`src/rtl/alu_pkg.sv`:
```
// rtl/alu_pkg.sv - shared ALU operand/result encoding for the mux and demux ends
package alu_pkg;

    localparam int ALU_WIDTH = 8;
    localparam int SEL_W     = 2;
    localparam int NUM_SLOTS = 4;

    // Slot indices follow the IN_SEL encoding used by the operand multiplexer.
    typedef enum logic [SEL_W-1:0] {
        SLOT_A = 2'd0,
        SLOT_B = 2'd1,
        SLOT_C = 2'd2,
        SLOT_D = 2'd3
    } slot_e;

    typedef enum logic {
        SLOT_EMPTY = 1'b0,
        SLOT_FULL  = 1'b1
    } slot_state_e;

    function automatic logic [2:0] popcount4(input logic [NUM_SLOTS-1:0] v);
        return {2'b00, v[0]} + {2'b00, v[1]} + {2'b00, v[2]} + {2'b00, v[3]};
    endfunction

endpackage

```
`src/rtl/alu_demux_slot.sv`:
```
// rtl/alu_demux_slot.sv - single-entry holding slot with EMPTY/FULL flag
module alu_demux_slot
    import alu_pkg::*;
#(
    parameter int WIDTH = ALU_WIDTH
) (
    input  logic             clk,
    input  logic             rst,
    input  logic             wr_en_i,
    input  logic [WIDTH-1:0] data_i,
    input  logic             rd_ready_i,
    output logic [WIDTH-1:0] data_o,
    output logic             valid_o,
    output logic             can_accept_o
);

    slot_state_e      state_q;
    logic [WIDTH-1:0] data_q;

    always_ff @(posedge clk or posedge rst) begin
        if (rst) begin
            state_q <= SLOT_EMPTY;
            data_q  <= '0;
        end else begin
            case (state_q)
                SLOT_EMPTY: begin
                    if (wr_en_i) begin
                        state_q <= SLOT_FULL;
                        data_q  <= data_i;
                    end
                end
                SLOT_FULL: begin
                    // A write here only happens when the consumer drains this same cycle.
                    if (wr_en_i) begin
                        data_q <= data_i;
                    end else if (rd_ready_i) begin
                        state_q <= SLOT_EMPTY;
                    end
                end
                default: state_q <= SLOT_EMPTY;
            endcase
        end
    end

    assign data_o       = data_q;
    assign valid_o      = (state_q == SLOT_FULL);
    assign can_accept_o = (state_q == SLOT_EMPTY) || rd_ready_i;

endmodule

```
`src/rtl/alu_demultiplex.sv`:
```
// rtl/alu_demultiplex.sv - 1-to-4 ALU result demux with delivered-word counter
// Optional broadcast write (IN_BCAST) is enabled by defining ALU_DEMUX_BCAST_EN.
module alu_demultiplex
    import alu_pkg::*;
#(
    parameter int WIDTH = ALU_WIDTH,
    parameter int CNT_W = 16
) (
    input  logic                 clk,
    input  logic                 rst,
    input  logic [WIDTH-1:0]     IN_DATA,
    input  logic [SEL_W-1:0]     IN_SEL,
    input  logic                 IN_VALID,
`ifdef ALU_DEMUX_BCAST_EN
    input  logic                 IN_BCAST,
`endif
    output logic                 IN_READY,
    output logic [WIDTH-1:0]     OUT_A,
    output logic [WIDTH-1:0]     OUT_B,
    output logic [WIDTH-1:0]     OUT_C,
    output logic [WIDTH-1:0]     OUT_D,
    output logic [NUM_SLOTS-1:0] OUT_VALID,
    input  logic [NUM_SLOTS-1:0] OUT_READY,
    output logic [CNT_W-1:0]     DLV_CNT
);

    logic [WIDTH-1:0]     slot_data [NUM_SLOTS];
    logic [NUM_SLOTS-1:0] slot_valid;
    logic [NUM_SLOTS-1:0] slot_can_accept;
    logic [NUM_SLOTS-1:0] wr_en;
    logic [NUM_SLOTS-1:0] deliver;
    logic                 accept;
    logic                 bcast;

`ifdef ALU_DEMUX_BCAST_EN
    assign bcast = IN_BCAST;
`else
    assign bcast = 1'b0;
`endif

    // Broadcast needs every slot free; otherwise only the selected slot matters.
    assign IN_READY = bcast ? (&slot_can_accept) : slot_can_accept[IN_SEL];
    assign accept   = IN_VALID && IN_READY;
    assign deliver  = slot_valid & OUT_READY;

    for (genvar k = 0; k < NUM_SLOTS; k++) begin : g_slot
        assign wr_en[k] = accept && (bcast || (IN_SEL == SEL_W'(k)));

        alu_demux_slot #(
            .WIDTH (WIDTH)
        ) u_slot (
            .clk          (clk),
            .rst          (rst),
            .wr_en_i      (wr_en[k]),
            .data_i       (IN_DATA),
            .rd_ready_i   (OUT_READY[k]),
            .data_o       (slot_data[k]),
            .valid_o      (slot_valid[k]),
            .can_accept_o (slot_can_accept[k])
        );
    end

    assign OUT_A     = slot_data[SLOT_A];
    assign OUT_B     = slot_data[SLOT_B];
    assign OUT_C     = slot_data[SLOT_C];
    assign OUT_D     = slot_data[SLOT_D];
    assign OUT_VALID = slot_valid;

    logic [CNT_W-1:0] cnt_q;
    logic [CNT_W-1:0] cnt_d;
    logic [CNT_W:0]   cnt_sum;

    // One spare bit catches overflow so the counter clamps instead of wrapping.
    always_comb begin
        cnt_sum = {1'b0, cnt_q} + {{(CNT_W-2){1'b0}}, popcount4(deliver)};
        cnt_d   = cnt_sum[CNT_W] ? {CNT_W{1'b1}} : cnt_sum[CNT_W-1:0];
    end

    always_ff @(posedge clk or posedge rst) begin
        if (rst) begin
            cnt_q <= '0;
        end else begin
            cnt_q <= cnt_d;
        end
    end

    assign DLV_CNT = cnt_q;

endmodule

```
`config.mk`:
```
export PLATFORM = sky130hd
export DESIGN_NAME = alu_demultiplex
export DESIGN_NICKNAME = d
export VERILOG_FILES = /design/src/rtl/alu_pkg.sv /design/src/rtl/alu_demux_slot.sv /design/src/rtl/alu_demultiplex.sv
export SDC_FILE = /design/constraint.sdc
export NUM_CORES = 1
export LEC_CHECK = 0
export ABC_CLOCK_PERIOD_IN_PS = 8800
export CAP_MARGIN = 20
export CORE_MARGIN = 2
export CORE_UTILIZATION = 30
export CTS_CLUSTER_DIAMETER = 150
export DETAILED_ROUTE_END_ITERATION = 12
export DONT_BUFFER_PORTS = 1
export PLACE_DENSITY = 0.47
export SLEW_MARGIN = 20
export SYNTH_ARGS = -nofsm -noshare
export SYNTH_HDL_FRONTEND = slang
export SYNTH_SLANG_ARGS = --single-unit
```
`constraint.sdc`:
```
create_clock -name clk -period 8.8 [get_ports clk]
set_input_delay 2.64 -clock clk [delete_from_list [all_inputs] [get_ports clk]]
set_output_delay 2.64 -clock clk [all_outputs]
set_load 0.03 [all_outputs]
```
== After elaboration in Yosys (flattened, before gate mapping) ==
Index checks and enable logic that the tools add are counted.

* Bits in registers: 52

* Reductions and logical operators: 10
* Equality and inequality tests: 3
* $lt $le $gt $ge: 1
* Add/sub/neg operators: 4
* Bitwise gates (word level): 5
* Mux-type cells: 23

{| class="wikitable"
|+ Operators by type and width
! cell !! number
|-
| 2-to-1 mux 8 bit || 4
|-
| adder 16 x 3 -> 17 bit || 1
|-
| 2-to-1 mux 16 bit || 1
|-
| 2-to-1 mux 1 bit || 13
|-
| one-hot mux 1 bit (2 select lines) || 4
|-
| logical AND 1 bit || 5
|-
| AND 4 bit || 1
|-
| equality test 2 bit (second input constant) || 2
|-
| logical OR 1 bit || 4
|-
| NOT 1 bit || 4
|-
| adder 2 x 1 -> 3 bit || 1
|-
| adder 3 x 1 -> 3 bit || 1
|-
| < comparator 2 x 3 -> 1 bit (second input constant) || 1
|-
| adder 1 x 1 -> 2 bit || 1
|-
| binary-select mux 1 bit (select 2 bit) || 1
|-
| equality test 2 x 1 -> 1 bit (second input constant) || 1
|-
| logical NOT 2 bit || 1
|}

== Depth between registers and ports, before layout ==
* Depth after elaboration: 8
* Depth in mapped cells: 10
* Gate-level depth less buffers: 10

== Modules after synthesis ==
Synthesis repeated with hierarchy kept, for this count alone.

* Cell total of the unflattened synthesis: 183
* Area, all modules: 2498.6 µm²

{| class="wikitable"
|+ By module, submodules not included
! module !! instances !! area each (µm²) !! sequential area each (µm²) !! cells each
|-
| alu_demux_slot || 4 || 372.9 || 225.2 || 21
|-
| alu_demultiplex || 1 || 1007.2 || 400.4 || 99
|}

== Worst setup path before layout ==
OpenSTA, ideal clock, no wires.

* Kind: input-to-output
* Start: input IN_SEL[1]
* End: output IN_READY
* Stages: 2
* Required time: 6.160 ns
* Setup slack: 2.672 ns
* Arrival time: 3.488 ns
* Path buffers: 1
* Path through: clkbuf_1 > mux4_2

* Longest elaborated chain between the ends: 2

{| class="wikitable"
|+ Ends and longest elaborated chain
! what !! RTL line !! source
|-
| from (decl) || alu_demultiplex.sv:12 || <nowiki>input logic [SEL_W-1:0] IN_SEL,</nowiki>
|-
| binary-select mux 1 bit (select 2 bit) || alu_demultiplex.sv:42 || <nowiki>assign IN_READY = bcast ? (&slot_can_accept) : slot_can_accept[IN_SEL];</nowiki>
|-
| 2-to-1 mux 1 bit (not written as such) || alu_demultiplex.sv:42 ||
|-
| to (decl) || alu_demultiplex.sv:17 || <nowiki>output logic IN_READY,</nowiki>
|}

No other way between the ends. The select of a mux whose other input is x is not followed.

== Worst setup path after layout ==
* Start: input OUT_READY[3]
* End: output IN_READY

* Longest elaborated chain between the ends: 3

{| class="wikitable"
|+ Ends and longest elaborated chain
! what !! RTL line !! source
|-
| from (decl) || alu_demultiplex.sv:23 || <nowiki>input logic [NUM_SLOTS-1:0] OUT_READY,</nowiki>
|-
| logical OR 1 bit || alu_demux_slot.sv:47 || <nowiki>assign can_accept_o = (state_q == SLOT_EMPTY) || rd_ready_i;</nowiki>
|-
| binary-select mux 1 bit (select 2 bit) || alu_demultiplex.sv:42 ||
|-
| 2-to-1 mux 1 bit (not written as such) || alu_demultiplex.sv:42 ||
|}

No other way between the ends. The select of a mux whose other input is x is not followed.

==> results.sh <==
export IMPL_finalWeightedCongestion=0.7323
export IMPL_min_period_ns=6.040
export IMPL_track_usage_pct=11.64
export IMPL_multi_input_area_um2=1030
export IMPL_pwr_share_comb_pct=13.3
export IMPL_firstDrtPassIters=4
export IMPL_min_period_over_period_pct=68.64
export IMPL_synth_simple_area_share_pct=14.88
export IMPL_synth_top_cell_area_share_pct=53.91
export IMPL_power_density_nw_per_um2=251.8
export IMPL_max_slew_margin_pct=35.30
export IMPL_cts_clk_slew_worst_paths_ns=0.10
export IMPL_grt_overflow=0
export IMPL_synthXorXnorAreaFrac_pct=1.089
export IMPL_synth_edf_count=0
export IMPL_synth_commonest_cells="52 x dfrtp_1, 37 x mux2_2, 17 x nand2_1"
export IMPL_rows=32
export IMPL_synth_compound_area_share_pct=2.903
export IMPL_fin_nets=209
export IMPL_ys_ff_latch=52
export IMPL_max_cap_violations=0
export IMPL_setup_viol=0
export IMPL_cts_buffers=5
export IMPL_die_height_um=93.70
export IMPL_synth_largest_area_cell="dfrtp_1"
export IMPL_synthMostInstantiatedCell="dfrtp_1"
export IMPL_clock_fmax_mhz=165.6
export IMPL_cts_root_buf="clkbuf_8"
export IMPL_synth_adder_area_share_pct=4.251
export IMPL_post_cts_resized=0
export IMPL_tns_ns=0
export IMPL_insertedDiodeCount=0
export IMPL_crit_path_end_kind="output pin"
export IMPL_drt_total_wl_mm=4.954
export IMPL_die_area_um2=8779
export IMPL_cts_tree="done"
export IMPL_hp_class="flop to flop"
export IMPL_p_seq_share_pct=65.3
export IMPL_coreArea_um2=7767
export IMPL_netlist_instances=186
export IMPL_syn_area_per_cell_um2=12.98
export IMPL_worstPathArrival_ns=3.40
export IMPL_ys_flop_type="dfrtp_1"
export IMPL_rsz0062_at_grt="false"
export IMPL_synth_top_family_by_area="multiplexers"
export IMPL_drc=0
export IMPL_syn2layout_area_growth_pct=6.791
export IMPL_slowest_delay_ns=0.60
export IMPL_ant_nets=0
export IMPL_wl_per_cell_um=17.20
export IMPL_worstPathMaxFanout=3
export IMPL_cts_buffer_depth=2
export IMPL_antenna_found_initial=0
export IMPL_num_io_pins=70
export IMPL_synthTopCellsByArea="dfrtp_1 54%, mux2_2 17%, nand2_1 2.6%"
export IMPL_worst_pin_slew_ns=0.9685
export IMPL_worstSetupStartpointType="primary input"
export IMPL_p_switching_mw=0.2608
export IMPL_grt_pass1_wl_mm=7.845
export IMPL_slew_viol_final=0
export IMPL_ys_seq_area_share_pct=53.91
export IMPL_netlist_area_um2=2414
export IMPL_portBuffers=0
export IMPL_critPathTopFamily="multiplexers"
export IMPL_synth_nets=210
export IMPL_path_class="primary input to output pin"
export IMPL_vdd_drop_max_uv=103.8
export IMPL_fillers=787
export IMPL_final_util_pct=33.18
export IMPL_hold_viol_final=0
export IMPL_clock_sinks=52
export IMPL_clkPwrFrac_pct=21.4
export IMPL_critPathRequiredTime_ns=6.16
export IMPL_die_w_um=93.70
export IMPL_grt_pass1_vias=1542
export IMPL_cts_hold_buf=0
export IMPL_seq_area_um2=1301
export IMPL_detail_route_vias_per_cell=4.816
export IMPL_crit_path_top_delay_cell="mux4_2"
export IMPL_cp_cell_sequence="nand2b_1 -> mux4_2"
export IMPL_dp_hpwl_mm=3.517
export IMPL_synth_warnings=0
export IMPL_clock_latency_ns=0.30
export IMPL_synth_distinct_cells=39
export IMPL_power_leakage_nw=1.117
export IMPL_crit_buf_inv=0
export IMPL_synthArstFlopShare_pct=100.0
export IMPL_status="finished, final reports clean"
export IMPL_power_internal_mw=0.3881
export IMPL_h_tree_depth=2
export IMPL_p_sw_share_pct=40.19
export IMPL_vias=1387
export IMPL_skew_ns=0.005998
export IMPL_drt_iter0_drc=19
export IMPL_drive_gt1_share_pct=29.03
export IMPL_grt_start_max_net_pins=53
export IMPL_start_util_pct=31.07
export IMPL_post_cts_buffers=0
export IMPL_synthMuxAreaShare_pct=19.54
-- worst register-to-register path: cells and delay by family, from the launching register on --
| kind | cells | cell delay [ns] |
|---|---|---|
| buffers and inverters | 1 | 0.06 |
| multiplexers | 1 | 0.35 |
| AND/OR/NAND/NOR | 4 | 0.92 |
| flip-flops | 1 | 0.51 |
| adder cells (fa/ha/maj) | 4 | 1.43 |
-- sequential cells by signal, summed over array words and instances, names as in the netlist --
register	cells
DLV_CNT	16
g_slot.u_slot.data_o	32
g_slot.u_slot.valid_o	4
-- per-stage QoR --
step / cells / instance area, um2 / hold WS (ns) / power (mW) / worst slack [ns]
global route: 288 / 2577 / 0.7729 / 0.6904 / 2.740
global placement: 280 / 2489 / 0.7314 / 0.5163 / 2.761
detailed placement: 280 / 2489 / 0.7375 / 0.5196 / 2.756
floorplan: 186 / 2414 / 0.4884 / 0.4942 / 2.672
CTS: 288 / 2577 / 0.7544 / 0.6633 / 2.754
finish: 288 / 2577 / 0.7592 / 0.6490 / 2.760
-- cell type report --
cell class	count	area share (%)
multi-input cells	119	39.95
clock inverters	2	0.6311
flip-flops and latches	52	50.49
clock buffers	6	2.816
inverters	6	0.8738
well taps	102	4.951
repair buffers	1	0.2913
-- power by group through the flow --
stage               clock network [mW]  registers, mW  logic, mW
finish                           0.139          0.424     0.0861
global route                     0.155          0.434      0.101
CTS                              0.148          0.427     0.0884
detailed placement                   0          0.431     0.0881
global placement                     0          0.431     0.0857
floorplan                            0          0.413     0.0812
-- placed cells by master (no fill, tap or decap), types with 2 or more instances in the layout --
| master | n |
|---|---|
| a21oi_1 | 3 |
| a31oi_1 | 2 |
| and2_1 | 5 |
| and3_1 | 2 |
| and4_1 | 2 |
| clkbuf_8 | 5 |
| dfrtp_1 | 52 |
| fa_1 | 2 |
| ha_1 | 5 |
| inv_1 | 5 |
| mux2_1 | 2 |
| mux2_2 | 37 |
| nand2_1 | 17 |
| nand2b_1 | 6 |
| nand3_1 | 2 |
| nor2_1 | 3 |
| nor2b_1 | 5 |
| nor3b_1 | 2 |
| nor3b_2 | 2 |
| o21ai_0 | 5 |
| xor2_1 | 2 |
-- routing by layer --
layer | track usage (%) | up-vias | part of all wire [%]
li1 | - | 636 | -
met1 | 12.67 | 697 | 40
met2 | 19.23 | 50 | 47
met3 | 6.902 | 4 | 11
met4 | 3.140 | 0 | 1.1
met5 | 0 | - | 0
-- logic make-up after synthesis --
group / count (synthesis)
buffers and inverters: 15
flip-flops: 52
AND/OR/NAND/NOR: 56
adder cells (fa/ha/maj): 7
multiplexers: 41
XOR/XNOR: 3
AO/OA/AOI/OAI: 12
-- path summary, 6_finish.rpt --
kind                            cells after the start                         end  slack [ns]                  startpoint
worst max-delay path                                2                    IN_READY        2.76                OUT_READY[3]
worst min-delay path                                1  g_slot[0].u_slot.data_o[0]        0.76  g_slot[0].u_slot.data_o[0]
worst max register to register                     10                 DLV_CNT[10]        5.42    g_slot[0].u_slot.valid_o
worst min register to register                      1  g_slot[0].u_slot.data_o[0]        0.76  g_slot[0].u_slot.data_o[0]
max in group asynchronous                           2                  DLV_CNT[4]        5.96                         rst
min in group asynchronous                           2  g_slot[1].u_slot.data_o[3]        2.40                         rst
Power figures use the tool's default switching activity.
